$ cat config.mk
export PLATFORM = sky130hd
export DESIGN_NAME = load_store_unit
export DESIGN_NICKNAME = d
export VERILOG_FILES = /design/src/rtl/lsu_pkg.sv /design/src/rtl/lsu_lane_align.sv /design/src/rtl/load_store_unit.sv
export SDC_FILE = /design/constraint.sdc
export NUM_CORES = 1
export LEC_CHECK = 0
export CAP_MARGIN = 20
export CORE_MARGIN = 3
export CORE_UTILIZATION = 46
export CTS_CLUSTER_DIAMETER = 60
export DETAILED_ROUTE_END_ITERATION = 10
export PLACE_DENSITY = 0.87
export SYNTH_ARGS = -nofsm -noshare
export SYNTH_HDL_FRONTEND = slang
export SYNTH_HIERARCHICAL = 1
export SYNTH_SLANG_ARGS = --single-unit
$ cat constraint.sdc
create_clock -name Clk -period 3.3 [get_ports Clk]
set_clock_uncertainty 0.15 [all_clocks]
set_input_delay 0.495 -clock Clk [delete_from_list [all_inputs] [get_ports Clk]]
set_output_delay 0.495 -clock Clk [all_outputs]
set_load 0.01 [all_outputs]
$ cat src/rtl/lsu_pkg.sv
// lsu_pkg: shared definitions for the load/store unit.
//   - access size encodings (SZ_BYTE / SZ_HALF / SZ_WORD; 2'b11 behaves as word)
//   - FSM state type
//   - alignment helper used when a request is accepted
package lsu_pkg;

  localparam logic [1:0] SZ_BYTE = 2'b00;
  localparam logic [1:0] SZ_HALF = 2'b01;
  localparam logic [1:0] SZ_WORD = 2'b10;

  typedef enum logic [1:0] {
    ST_IDLE = 2'b00,
    ST_RD   = 2'b01,
    ST_WR   = 2'b10,
    ST_RESP = 2'b11
  } lsu_state_t;

  // Halfwords need an even address, words (and the 2'b11 alias) need a
  // multiple of four; bytes are always aligned.
  function automatic logic is_misaligned(input logic [1:0] size,
                                         input logic [1:0] lane);
    logic r;
    case (size)
      SZ_BYTE: r = 1'b0;
      SZ_HALF: r = lane[0];
      default: r = |lane;
    endcase
    return r;
  endfunction

endpackage

$ cat src/rtl/lsu_lane_align.sv
// lsu_lane_align: combinational byte-lane steering for the load/store unit.
//   Load path : selects the addressed byte/halfword of the memory word and
//               sign- or zero-extends it to 32 bits (words pass through).
//   Store path: merges the right-aligned store value into the addressed
//               lane(s) of the word read from memory (words replace it all).
// Ports:
//   i_size   access size (lsu_pkg encodings)
//   i_lane   byte lane, Addr[1:0]
//   i_signed sign-extend sub-word loads when 1
//   i_rdata  word read from memory
//   i_sdata  right-aligned store data
//   o_load   extended load result
//   o_merge  merged word for write-back
module lsu_lane_align
  import lsu_pkg::*;
(
  input  logic [1:0]  i_size,
  input  logic [1:0]  i_lane,
  input  logic        i_signed,
  input  logic [31:0] i_rdata,
  input  logic [31:0] i_sdata,
  output logic [31:0] o_load,
  output logic [31:0] o_merge
);

  logic [31:0] w_shifted;
  logic [7:0]  w_byte;
  logic [15:0] w_half;

  always_comb begin
    w_shifted = i_rdata >> {i_lane, 3'b000};
    w_byte    = w_shifted[7:0];
    w_half    = w_shifted[15:0];

    case (i_size)
      SZ_BYTE: o_load = {{24{i_signed & w_byte[7]}}, w_byte};
      SZ_HALF: o_load = {{16{i_signed & w_half[15]}}, w_half};
      default: o_load = i_rdata;
    endcase

    o_merge = i_rdata;
    case (i_size)
      SZ_BYTE: o_merge[{i_lane, 3'b000} +: 8]       = i_sdata[7:0];
      SZ_HALF: o_merge[{i_lane[1], 4'b0000} +: 16]  = i_sdata[15:0];
      default: o_merge = i_sdata;
    endcase
  end

endmodule

$ cat src/rtl/load_store_unit.sv
// load_store_unit: converts byte-addressed pipeline load/store requests into
// word-indexed accesses on a 32-bit data memory (synchronous write,
// combinational read gated by MemRead). Sub-word stores are done as
// read-modify-write. Busy is high while a request is in flight.
//
// Optional build macro: LSU_BOUNDS_CHECK_EN adds the RangeErr output and
// rejects word indices >= DEPTH without touching memory.
//
// Ports:
//   Clk, Reset          clock, synchronous active-high reset
//   Req                 request valid (sampled only in IDLE)
//   ReqWrite            1 = store, 0 = load
//   Size                00 byte, 01 halfword, 10/11 word
//   SignedLoad          sign-extend sub-word loads
//   Addr                byte address
//   StoreData           right-aligned store value
//   Busy                state != IDLE
//   Done                one-cycle completion pulse
//   LoadData            extended load result, held until the next load
//   MisalignErr         high with Done for a misaligned request
//   RangeErr            (LSU_BOUNDS_CHECK_EN only) high with Done for index >= DEPTH
//   MemAddr             word index driven to memory
//   MemWriteData        word written to memory
//   MemWriteEnable      memory write strobe
//   MemRead             memory read enable
//   MemReadData         memory read data
module load_store_unit
  import lsu_pkg::*;
#(
  parameter int unsigned DEPTH = 64,
  parameter int unsigned IDX_W = 32
) (
  input  logic             Clk,
  input  logic             Reset,
  input  logic             Req,
  input  logic             ReqWrite,
  input  logic [1:0]       Size,
  input  logic             SignedLoad,
  input  logic [31:0]      Addr,
  input  logic [31:0]      StoreData,
  output logic             Busy,
  output logic             Done,
  output logic [31:0]      LoadData,
  output logic             MisalignErr,
`ifdef LSU_BOUNDS_CHECK_EN
  output logic             RangeErr,
`endif
  output logic [IDX_W-1:0] MemAddr,
  output logic [31:0]      MemWriteData,
  output logic             MemWriteEnable,
  output logic             MemRead,
  input  logic [31:0]      MemReadData
);

  lsu_state_t       r_state;
  lsu_state_t       w_next;

  logic             r_write;
  logic [1:0]       r_size;
  logic             r_signed;
  logic [1:0]       r_lane;
  logic [31:0]      r_sdata;
  logic [IDX_W-1:0] r_mem_addr;
  logic [31:0]      r_wdata;
  logic [31:0]      r_load;
  logic             r_misalign;

  logic             w_misalign;
  logic             w_range;
  logic             w_is_word;
  logic [31:0]      w_word_idx;
  logic [31:0]      w_load;
  logic [31:0]      w_merge;

  assign w_word_idx = {2'b00, Addr[31:2]};
  assign w_misalign = is_misaligned(Size, Addr[1:0]);
  assign w_is_word  = Size[1];

`ifdef LSU_BOUNDS_CHECK_EN
  logic r_range;
  // Compared on the full 30-bit index so a narrow IDX_W cannot alias an
  // out-of-range address back into range.
  assign w_range  = (w_word_idx >= 32'(DEPTH));
  assign RangeErr = r_range;
`else
  assign w_range  = 1'b0;
`endif

  lsu_lane_align u_align (
    .i_size   (r_size),
    .i_lane   (r_lane),
    .i_signed (r_signed),
    .i_rdata  (MemReadData),
    .i_sdata  (r_sdata),
    .o_load   (w_load),
    .o_merge  (w_merge)
  );

  always_ff @(posedge Clk) begin
    if (Reset) r_state <= ST_IDLE;
    else       r_state <= w_next;
  end

  always_comb begin
    w_next         = r_state;
    Busy           = (r_state != ST_IDLE);
    Done           = (r_state == ST_RESP);
    MemRead        = (r_state == ST_RD);
    // Gated by Reset so an aborted store never reaches memory.
    MemWriteEnable = (r_state == ST_WR) && !Reset;
    case (r_state)
      ST_IDLE: begin
        if (Req) begin
          if (w_misalign || w_range)       w_next = ST_RESP;
          else if (!ReqWrite || !w_is_word) w_next = ST_RD;
          else                              w_next = ST_WR;
        end
      end
      ST_RD:   w_next = r_write ? ST_WR : ST_RESP;
      ST_WR:   w_next = ST_RESP;
      ST_RESP: w_next = ST_IDLE;
      default: w_next = ST_IDLE;
    endcase
  end

  always_ff @(posedge Clk) begin
    if (Reset) begin
      r_write    <= 1'b0;
      r_size     <= '0;
      r_signed   <= 1'b0;
      r_lane     <= '0;
      r_sdata    <= '0;
      r_mem_addr <= '0;
      r_wdata    <= '0;
      r_load     <= '0;
      r_misalign <= 1'b0;
`ifdef LSU_BOUNDS_CHECK_EN
      r_range    <= 1'b0;
`endif
    end else begin
      case (r_state)
        ST_IDLE: begin
          if (Req) begin
            r_write    <= ReqWrite;
            r_size     <= Size;
            r_signed   <= SignedLoad;
            r_lane     <= Addr[1:0];
            r_sdata    <= StoreData;
            r_mem_addr <= IDX_W'(w_word_idx);
            r_misalign <= w_misalign;
`ifdef LSU_BOUNDS_CHECK_EN
            r_range    <= w_range;
`endif
            // Word stores skip RD, so their write data is taken directly.
            if (ReqWrite && w_is_word) r_wdata <= StoreData;
          end
        end
        ST_RD: begin
          if (r_write) r_wdata <= w_merge;
          else         r_load  <= w_load;
        end
        ST_RESP: begin
          r_misalign <= 1'b0;
`ifdef LSU_BOUNDS_CHECK_EN
          r_range    <= 1'b0;
`endif
        end
        default: ;
      endcase
    end
  end

  assign LoadData     = r_load;
  assign MisalignErr  = r_misalign;
  assign MemAddr      = r_mem_addr;
  assign MemWriteData = r_wdata;

endmodule

## Word level (Yosys, flattened, before mapping)

Index checks and enable logic that the tools add are counted.

| storage, ports and cells | value |
|---|---|
| bits in registers | 135 |
| bits of input ports | 103 |
| output and inout bits | 101 |

| cells by class | value |
|---|---|
| $add $sub $neg | 2 |
| equal/unequal tests | 8 |
| shifts and indexed selects | 5 |
| multiplexer cells | 16 |
| bitwise gates (word level) | 3 |
| reductions and logical operators | 17 |

Operators with widths:

| cell | count |
|---|---|
| $pmux W32 S2 | 3 |
| $mux W32 | 3 |
| $bwmux W32 | 2 |
| $shift A16 B7 Y32 const A | 1 |
| $shift A8 B7 Y32 const A | 1 |
| $shiftx A16 B7 Y32 | 1 |
| $shiftx A8 B7 Y32 | 1 |
| $shr A32 B5 Y16 | 1 |
| $neg A5 Y7 | 2 |
| $pmux W2 S4 | 1 |
| $eq A2 B1 Y1 const B | 3 |
| $logic_not A2 Y1 | 3 |
| $mux W2 | 3 |
| $reduce_and A2 Y1 | 3 |
| $reduce_bool A2 Y1 | 3 |
| $eq A2 B2 Y1 const B | 2 |
| $ne A2 B2 Y1 const B | 2 |
| $pmux W1 S2 | 2 |
| $reduce_and A4 Y1 | 1 |
| $logic_not A1 Y1 | 3 |
| $and A1 B1 Y1 | 2 |
| $logic_and A1 B1 Y1 | 2 |
| $mux W1 | 2 |
| $ne A2 B1 Y1 const B | 1 |
| 3 further kinds | 3 |

## Longest topological paths before layout

Gate-level depths: netlist (run 1).

| logic depth | value |
|---|---|
| word-level depth | 6 |
| mapped depth | 10 |
| depth with buffers taken out | 8 |

## Cells and area by module

Netlist (run 1), hierarchy kept.

Modules (own cells, without submodules):

| module | instances | cells an instance | area an instance (µm²) |
|---|---|---|---|
| load_store_unit | 1 | 614 | 5235.0 |
| lsu_lane_align | 1 | 308 | 2018.2 |

## Least setup slack after synthesis (run 1)

Ideal clock, no wire load.

| path | value |
|---|---|
| path kind | reg-to-reg |
| start point | register r_lane[0] |
| end point | register r_wdata[24], in the netlist MemWriteData[24] |
| arrival time | 2.108 ns |
| data required time | 3.070 ns |
| slack | 0.961 ns |
| stages on the path, launching flop included | 10 |
| path buffers | 2 |
| path through | dfxtp_1 -> buf_6 -> clkinv_1 -> ha_1 -> and4b_1 -> clkbuf_1 -> a21oi_1 -> o221ai_1 -> mux2i_1 -> a211oi_2 |

| on the way | value |
|---|---|
| longest elaborated chain between the ends | 6 |

RTL lines:

| item | line | source |
|---|---|---|
| start: declaration | load_store_unit.sv:61 | `logic [1:0] r_lane;` |
| start signal: assignment | load_store_unit.sv:147 | `r_lane <= Addr[1:0];` |
| $neg A5 Y7 (*) | lsu_lane_align.sv:43 | `SZ_BYTE: o_merge[{i_lane, 3'b000} +: 8] = i_sdata[7:0];` |
| $shiftx A8 B7 Y32 / $shift A8 B7 Y32 (equally long branches) | lsu_lane_align.sv:43 |  |
| $bwmux W32 (*) | lsu_lane_align.sv:43 |  |
| $pmux W32 S2 (*) | lsu_lane_align.sv:42 | `case (i_size)` |
| named net w_merge[24] | load_store_unit.sv:73 | `logic [31:0] w_merge;` |
| $mux W32 (*) | load_store_unit.sv:159 | `if (r_write) r_wdata <= w_merge;` |
| $pmux W32 S2 (*) | load_store_unit.sv:141 | `case (r_state)` |
| end signal: assignment | load_store_unit.sv:155 | `if (ReqWrite && w_is_word) r_wdata <= StoreData;` |
| end signal: assignment | load_store_unit.sv:159 |  |
| end: declaration | load_store_unit.sv:64 | `logic [31:0] r_wdata;` |

The timed path passes the listed nets; every way through them passes the cells marked *. The select of a mux whose other input is x is not followed.
A chain may end at the register's enable or synchronous reset.

## Worst setup path after layout (run 1)

| path | value |
|---|---|
| start point | register r_lane[1] |
| end point | register r_wdata[22], in the netlist MemWriteData[22] |

| on the way | value |
|---|---|
| longest elaborated chain between the ends | 6 |

RTL lines:

| item | line | source |
|---|---|---|
| $neg A5 Y7, on equally long branches | lsu_lane_align.sv:44, lsu_lane_align.sv:43 |  |
| $shiftx A16 B7 Y32, or another cell as far along | lsu_lane_align.sv:44 | `SZ_HALF: o_merge[{i_lane[1], 4'b0000} +: 16] = i_sdata[15:0];` |
| $bwmux W32, on equally long branches | lsu_lane_align.sv:44, lsu_lane_align.sv:43 |  |
| $pmux W32 S2 (*) | lsu_lane_align.sv:42 |  |
| named net w_merge[22] | load_store_unit.sv:73 |  |
| $mux W32 (*) | load_store_unit.sv:159 |  |
| $pmux W32 S2 (*) | load_store_unit.sv:141 |  |

Marked as above.

==> results of run 1 <==
[cell families after synthesis]
kind of cell	count (synthesis)	share of synthesized area, %
AO/OA/AOI/OAI	244	22.9
AND/OR/NAND/NOR	376	21.9
buffers and inverters	84	5.81
multiplexers	72	10.4
adder cells (fa/ha/maj)	10	1.73
other	1	0.0517
flip-flops	135	37.3
[layout make-up]
type,count,area [µm²],share of cell area [%]
clock inverters,11,124,1.25
clock buffers,21,470,4.75
well taps,211,264,2.67
multi-input cells,704,4140,41.9
repair buffers,215,2160,21.9
inverters,7,26.3,0.266
flip-flops and latches,135,2700,27.3
[layer usage]
| layer | routed length (µm) | up-vias |
|---|---|---|
| li1 | - | 3477 |
| met1 | 9700 | 3383 |
| met2 | 10800 | 432 |
| met3 | 2660 | 56 |
| met4 | 712 | 0 |
| met5 | 0 | - |
[flip-flops by register name, summed over array words and instances (netlist names)]
name	flops
LoadData	32
MemAddr	30
MemWriteData	32
MisalignErr	1
r_lane	2
r_sdata	32
r_signed	1
r_size	2
r_state	2
r_write	1
[cell usage in the layout, fill, tap and decap left out, types with 16 or more instances in the layout]
| master | Yosys | final |
|---|---|---|
| clkdlybuf4s50_1 | 0 | 200 |
| o221ai_1 | 16 | 16 |
| nor2b_1 | 36 | 35 |
| a22oi_1 | 22 | 22 |
| nand2_1 | 266 | 265 |
| a211oi_2 | 28 | 28 |
| o21ai_0 | 26 | 26 |
| a21oi_1 | 129 | 129 |
| clkbuf_16 | 0 | 17 |
| nor2_1 | 45 | 45 |
| dfxtp_1 | 135 | 134 |
| mux2i_1 | 55 | 55 |
[worst min path at each step]
| stage | from | end | slack [ns] | cells after the start |
|---|---|---|---|---|
| 6_report | LoadData[2] | LoadData[2] | 0.30 | 2 |
| 5_1_grt | r_sdata[18] | r_sdata[18] | 0.32 | 2 |
| 4_1_cts | LoadData[2] | LoadData[2] | 0.30 | 2 |
| 3_5_place_dp | LoadData[2] | LoadData[2] | 0.30 | 2 |
| 3_3_place_gp | MemAddr[21] | MemAddr[21] | 0.29 | 2 |
| 2_1_floorplan | r_sdata[16] | r_sdata[16] | 0.29 | 2 |
[where the power goes]
part | internal, mW | switching [mW]
logic | 1.45 | 1.78
clock network | 1.17 | 0.725
registers | 2.02 | 0.277
total | 4.64 | 2.78
[worst min-delay path, cell delays in order (launching register included)]
cell	delay, ns
dfxtp_1	0.30
nand2_1	0.05
a21oi_1	0.05
==> run_results.csv, run 1 <==
group,metric,value,unit
worst_setup_path,crit_cells,8,
worst_setup_path,critPathCaptureType,"flop",
min_path,hp-class,"flop to flop",
sta,worstMarginPinSlew,0.668,ns
finish,final_nets,1193,
global_route,track_usage,26.7,%
yosys,ys.flop_type,"dfxtp_1",
cts,hold_buffers,0,
place,placed_area,0.00930,mm²
floorplanning,initial_core_util,47.4,%
finish,fillers,1304,
sta,finalCriticalPeriod,2.57,ns
sta,fin_crit_sh,77.9,%
yosys,synth_area_leaders,"dfxtp_1 37%, nand2_1 14%, a21oi_1 8.9%",
global_route,grt_busiest_layer,"met2",
worst_setup_path,rrSetupSlack,0.73,ns
global_route,grt_max_degree,136,
yosys,ys.warnings.count,6,
yosys,ys_types,50,
yosys,syn_inst,922,
floorplanning,dieArea,0.0173,mm²
power,p_total,7.42,mW
worst_setup_path,endpoint,"MemWriteData[22]",
yosys,avgSynthCellArea,7.87,µm²
power,ir_drop,466,µV
cts,postCtsSetupBuffers,0,
sta,rsz0062_at_grt,"false",
routing,vias_per_cell,5.63,
worst_setup_path,worstReg2RegStart,"r_lane[1]",
yosys,synth_top_area_cell,"dfxtp_1",
sta,clock.fmax,389,MHz
global_route,grt_pass1_vias,7024,
sta,slew_headroom,55.5,%
finish,stdcell_count,1304,
floorplanning,ios,204,
routing,drc,0,
cts,cts-root-buf,"clkbuf_16",
sta,setup_viol,0,
yosys,syn_area,0.00725,mm²
finish,drive_above_1_share,9.79,%
global_route,met3_usage,9.88,%
sta,drv_slew,0,
yosys,synthMostInstantiatedCell,"nand2_1",
routing,ant_nets,0,
yosys,synthTopCellsByCount,"266 x nand2_1, 135 x dfxtp_1, 129 x a21oi_1, 55 x mux2i_1, 45 x nor2_1",
worst_setup_path,critPathArrivalTime,2.75,ns
job,drv_cap,0,
worst_setup_path,path_max_fanout,10,
sta,setup_tns,0,ns
sta,holdWs,0.301,ns
global_route,antenna_found_initial,0,
yosys,ys_ff_latch,135,
yosys,synthArstFlopShare,0,%
cts,cts_tree,"built",
place,pre_cts_ws,0.734,ns
cts,insertion_delay,0.42,ns
routing,drtPass1Iterations,8,
routing,avgRoutedWirePerCell,18.3,µm
global_route,grtUsageMet2,42.5,%
place,place_inst,1272,
worst_setup_path,reg2reg_to,"MemWriteData[22]",
worst_setup_path,startpoint,"r_lane[1]",
cts,cts.sinks,135,
worst_setup_path,r2r_cells,8,
yosys,synth_top_area_share,37.3,%
place,portBuffers,201,
finish,antenna_cells,0,
finish,area_delta_synth_final,36.4,%
yosys,ys_seq_area_share,37.3,%
worst_setup_path,required,3.48,ns
routing,drt_wl_total,23.9,mm
global_route,grt_use_met1,33.2,%
power,p_leak,3.55,nW
floorplanning,fp.dieW,132,µm
worst_setup_path,start_kind,"flop",
worst_setup_path,cp_top_family,"compound AO/OA/AOI/OAI gates",
place,place_congestion,0.954,
place,hpwl,16.7,mm
worst_setup_path,critPathSlowestCell,"dfxtp_1",
worst_setup_path,crit_chain,"inv_1, ha_1, nor2_1, and4_1, a21oi_1, o221ai_1, mux2i_1, a211oi_2",
global_route,grt_pass1_wl,37.6,mm
floorplanning,rows,45,
floorplanning,fp.coreArea,0.0153,mm²
cts,cts_made_buffers,17,
sta,hold_viol,0,
sta,fin_ws,0.730,ns
cts,clk_pin_slew,0.06,ns
cts,clock_path_buffers,2,
cts,htreeDepth,4,
worst_setup_path,slowest_delay,0.54,ns
worst_setup_path,cp.buffers_inverters,1,
yosys,synth-edff-count,0,
cts,cts_resized,0,
worst_setup_path,critical_path_class,"flop to flop",
finish,final_cell_area,0.00989,mm²
floorplanning,die_y,132,µm
global_route,overflow,0,
routing,drt_iter0_markers,841,
finish,post-route-util,64.6,%
run_status,status,"completed",
power,powerDensity,750,mW/mm²
routing,vias,7348,
Note: power is estimated with default switching activity, not from simulation.
==> run 2, diff against run 1 <==
Clock period 3.3 ns to 2.5 ns, I/O delays scaled along.
==> run 2 against run 1 <==
Compared with the run above: critical path depth down 4; count of clock-buffer cells in the layout fell by 1; critical endpoint is now Busy; register-to-register slack got worse by 0.57 ns; sequential power grew 31%.
==> run_results.csv, run 2 (same netlist as run 1, synthesis figures left out) <==
group,metric,value,unit
run_status,status,"completed",
cts,cts_tree,"built",
floorplanning,die_y,132,µm
power,p_leak,3.66,nW
worst_setup_path,path_max_fanout,6,
routing,drt_wl_total,23.9,mm
routing,drc,0,
floorplanning,dieArea,0.0173,mm²
power,net-switching-power,3.65,mW
floorplanning,rows,45,
cts,cts.sinks,135,
sta,setup_viol,0,
finish,final_nets,1210,
finish,fillers,1296,
worst_setup_path,start_kind,"flop",
power,clockPowerShare,26.1,%
sta,clock.fmax,425,MHz
finish,antenna_cells,0,
power,p_int,6.27,mW
sta,slew_headroom,50.3,%
place,place_congestion,0.979,
sta,drv_slew,0,
min_path,hp-class,"flop to flop",
power,powerDensity,987,mW/mm²
min_path,hp-start,"MemAddr[27]",
routing,vias_per_cell,5.58,
finish,stdcell_count,1321,
worst_setup_path,worstReg2RegStart,"r_lane[0]",
cts,cts-root-buf,"clkbuf_16",
sta,worstMarginPinSlew,0.746,ns
routing,vias,7368,
sta,hold_viol,0,
cts,clock_path_buffers,2,
place,hpwl,16.9,mm
cts,insertion_delay,0.42,ns
floorplanning,fp.dieW,132,µm
min_path,hold_end,"MemAddr[27]",
routing,drt_iter0_markers,781,
sta,rsz0062_at_grt,"false",
finish,ff_latch_area,0.00270,mm²
worst_setup_path,required,1.98,ns
finish,final_cell_area,0.0101,mm²
place,place_inst,1289,
worst_setup_path,critPathArrivalTime,1.83,ns
cts,htreeDepth,4,
job,drv_cap,0,
finish,mostFrequentLayoutCell,"nand2_1",
cts,clk_pin_slew,0.06,ns
power,ir_drop,561,µV
global_route,antenna_found_initial,0,
power,combPwrFrac,43.8,%
worst_setup_path,r2r_cells,8,
routing,avgRoutedWirePerCell,18.1,µm
worst_setup_path,critical_path_class,"flop to output port",
worst_setup_path,reg2reg_to,"MemWriteData[8]",
floorplanning,ios,204,
sta,setup_tns,0,ns
global_route,track_usage,27.0,%
finish,drive_above_1_share,11.4,%
floorplanning,fp.coreArea,0.0153,mm²
place,placed_area,0.00944,mm²
floorplanning,initial_core_util,47.4,%
sta,holdWs,0.303,ns
min_path,whs_path_depth,2,
worst_setup_path,rrSetupSlack,0.16,ns
global_route,grt_pass1_vias,7125,
worst_setup_path,critPathCaptureType,"output port",
sta,finalCriticalPeriod,2.36,ns
finish,post-route-util,65.7,%
routing,ant_nets,0,
global_route,grt_max_degree,136,
cts,hold_buffers,0,
sta,fin_crit_sh,94.2,%
global_route,grt_pass1_wl,37.7,mm
cts,cts_made_buffers,17,
place,portBuffers,201,
routing,drtPass1Iterations,5,
power,pwr-share-seq,30.2,%
power,netSwitchingFraction,36.8,%
finish,most-common-layout-cells,"265 x nand2_1, 200 x clkdlybuf4s50_1, 134 x dfxtp_1, 129 x a21oi_1, 55 x mux2i_1",
finish,area_delta_synth_final,38.7,%
global_route,overflow,0,
finish,multi_input_area,0.00414,mm²
[run 2: layer usage]
metal / vias up / wire length [µm] / share of wire [%] / GRT usage, %
met2: 412 / 10800 / 45 / 42.7
li1: 3519 / - / - / -
met5: - / 0 / 0 / 0
met1: 3348 / 9280 / 39 / 31.9
met3: 89 / 2800 / 12 / 10.3
met4: 0 / 1060 / 4.4 / 13.6
[run 2: power by group through the flow]
stage / Clock [mW] / Combinational [mW] / Sequential, mW
floorplan: 0 / 2.57 / 3.14
global placement: 0 / 4.21 / 3.01
detailed placement: 0 / 4.29 / 3.03
CTS: 2.62 / 4.33 / 2.99
global route: 2.72 / 4.71 / 3.06
finish: 2.59 / 4.34 / 3.00
[run 2: repair_timing]
action / 4_1_cts / 5_1_grt
setup endpoints to repair: 0 / 1
setup buffers: 0 / 0
gates resized for setup: 0 / 1
[run 2: final cells by class]
cell class	instances	share of cell area, %
sequential	135	26.9
multi-input combinational	704	41.2
inverter	7	0.261
clock buffer	20	4.64
clock inverter	12	1.48
tap	211	2.62
timing repair buffer	232	22.9
[run 2: how the worst max path moves through the flow]
stage                  endpoint  depth (start not counted)            start  slack, ns
2_1_floorplan  MemWriteData[24]                          9        r_lane[0]       0.16
3_3_place_gp       LoadData[13]                          7  MemReadData[23]       0.20
3_5_place_dp       LoadData[13]                          7  MemReadData[23]       0.14
4_1_cts                    Busy                          4       r_state[0]       0.04
5_1_grt                    Busy                          4       r_state[1]       0.05
6_report                   Busy                          4       r_state[0]       0.14
[run 2: per-stage QoR]
| stage | worst slack (ns) | power, mW |
|---|---|---|
| final | 0.145 | 9.92 |
| after global routing | 0.0543 | 10.5 |
| after CTS | 0.0445 | 9.94 |
| after detailed placement | 0.136 | 7.33 |
| after global placement | 0.198 | 7.22 |
| after floorplan | 0.161 | 5.71 |
[run 2: worst max-delay path: stages (launching register included)]
cell,delay (ns)
dfxtp_1,0.38
inv_1,0.10
ha_2,0.25
inv_1,0.12
clkdlybuf4s50_1,0.57
==> run 3, diff against run 2 <==
Settings changed: CTS_BUF_LIST set to sky130_fd_sc_hd__clkbuf_8.
==> run 3 against run 2 <==
Compared with the run above: die area did not move; hold slack improved by 0.0018 ns; clock power fell by 26%; global-route usage fell by 0.35 points; final area fell by 1.9%; setup slack got worse by 0.031 ns; first-iteration DRC count fell by 4.5%; critical path depth did not move; critical endpoint unchanged; largest power group unchanged.
==> run_results.csv, run 3 (same netlist as run 1, synthesis figures left out) <==
group,metric,value,unit
run_status,status,"completed",
job,drv_cap,0,
global_route,grt_max_degree,136,
worst_setup_path,cp_common_cell,"inv_1",
floorplanning,dieArea,0.0173,mm²
cts,insertion_delay,0.44,ns
finish,final_nets,1210,
routing,route.met3.wl,2.72,mm
routing,drc,0,
sta,worstMarginPinSlew,0.648,ns
worst_setup_path,slowest_delay,0.56,ns
finish,ff_latch_area,0.00270,mm²
routing,ant_nets,0,
cts,cts-root-buf,"clkbuf_8",
worst_setup_path,critPathCaptureType,"output port",
finish,multi_input_area,0.00414,mm²
floorplanning,rows,45,
cts,hold_buffers,0,
power,p_total,9.23,mW
floorplanning,fp.dieW,132,µm
floorplanning,fp.coreArea,0.0153,mm²
floorplanning,ios,204,
sta,fin_crit_sh,95.5,%
floorplanning,die_y,132,µm
cts,htreeDepth,4,
finish,drive_above_1_share,11.4,%
min_path,hp-class,"flop to flop",
routing,drt_wl_total,23.7,mm
routing,drt_iter0_markers,746,
place,placed_area,0.00944,mm²
worst_setup_path,critPathArrivalTime,1.86,ns
routing,met2_length,10.7,mm
routing,drt-met1-wl,9.30,mm
sta,drv_slew,0,
finish,stdcell_count,1321,
place,hpwl,16.9,mm
worst_setup_path,start_kind,"flop",
worst_setup_path,cp.buffers_inverters,3,
sta,finalCriticalPeriod,2.39,ns
cts,cts.sinks,135,
routing,vias,7417,
worst_setup_path,path_max_fanout,6,
worst_setup_path,cp_top_family,"buffers and inverters",
finish,final_cell_area,0.00987,mm²
routing,vias_per_cell,5.61,
worst_setup_path,critPathSlowestCell,"clkdlybuf4s50_1",
cts,cts_made_buffers,17,
sta,slew_headroom,56.8,%
global_route,antenna_found_initial,0,
routing,top_layer,"met4",
finish,fillers,1331,
cts,clock_path_buffers,2,
power,powerDensity,936,mW/mm²
global_route,grt_pass1_vias,7023,
routing,avgRoutedWirePerCell,17.9,µm
place,place_inst,1289,
floorplanning,initial_core_util,47.4,%
power,p_leak,3.58,nW
global_route,track_usage,26.6,%
finish,most-common-layout-cells,"265 x nand2_1, 200 x clkdlybuf4s50_1, 134 x dfxtp_1, 129 x a21oi_1, 55 x mux2i_1",
sta,clock.fmax,419,MHz
finish,mostFrequentLayoutCell,"nand2_1",
place,portBuffers,201,
worst_setup_path,required,1.98,ns
cts,cts_tree,"built",
global_route,overflow,0,
routing,drtPass1Iterations,6,
finish,antenna_cells,0,
worst_setup_path,crit_chain,"inv_1, ha_2, inv_1, clkdlybuf4s50_1",
global_route,grt_pass1_wl,37.3,mm
power,ir_drop,562,µV
place,place_congestion,0.979,
finish,area_delta_synth_final,36.0,%
sta,setup_tns,0,ns
sta,setup_viol,0,
cts,clk_pin_slew,0.08,ns
worst_setup_path,critical_path_class,"flop to output port",
sta,rsz0062_at_grt,"false",
sta,hold_viol,0,
-- run 3: routing by layer --
metal  up-vias  track usage, %
met5         -               0
met4         0            12.6
met3        70            9.69
met2       416            42.2
met1      3421            32.1
li1       3510               -
-- run 3: where the power goes --
part | leakage (nW) | total [mW] | internal (mW) | switching [mW]
logic | 2.25 | 4.33 | 1.97 | 2.36
registers | 1.11 | 2.99 | 2.66 | 0.333
clock network | 0.219 | 1.91 | 1.06 | 0.846
-- run 3: path summary, 6_finish.rpt --
check                           cells past startpoint        start  slack [ns]         endpoint
worst min-delay path                                2  MemAddr[27]        0.30      MemAddr[27]
worst max-delay path                                4   r_state[0]        0.11             Busy
worst max register to register                      8    r_lane[0]        0.17  MemWriteData[8]
worst min register to register                      2  MemAddr[27]        0.30      MemAddr[27]
-- run 3: tightest hold or removal path: cells and delay by family (launching register included) --
kind,cells,cell delay [ns]
flops,1,0.31
simple gates,1,0.05
compound gates,1,0.05
-- run 3: what timing repair did --
action | CTS | global route
endpoints found under the setup margin | 1 | 0
setup buffers | 0 | 0
gates resized for setup | 1 | 0
-- run 3: area by class of cell --
type | instances | share of cell area [%]
Sequential cell | 135 | 27.4
Timing Repair Buffer | 232 | 23.4
Clock inverter | 12 | 1.51
Inverter | 7 | 0.266
Tap cell | 211 | 2.68
Multi-Input combinational cell | 704 | 42.0
Clock buffer | 20 | 2.79
-- run 3: through the flow --
| step | setup slack, ns | util [%] | hold slack, ns |
|---|---|---|---|
| floorplan | 0.161 | - | 0.286 |
| global placement | 0.198 | 61.6 | 0.290 |
| detailed placement | 0.136 | 61.6 | 0.298 |
| CTS | 0.0837 | 64.4 | 0.292 |
| global route | 0.00552 | 64.4 | 0.295 |
| finish | 0.114 | 64.4 | 0.305 |
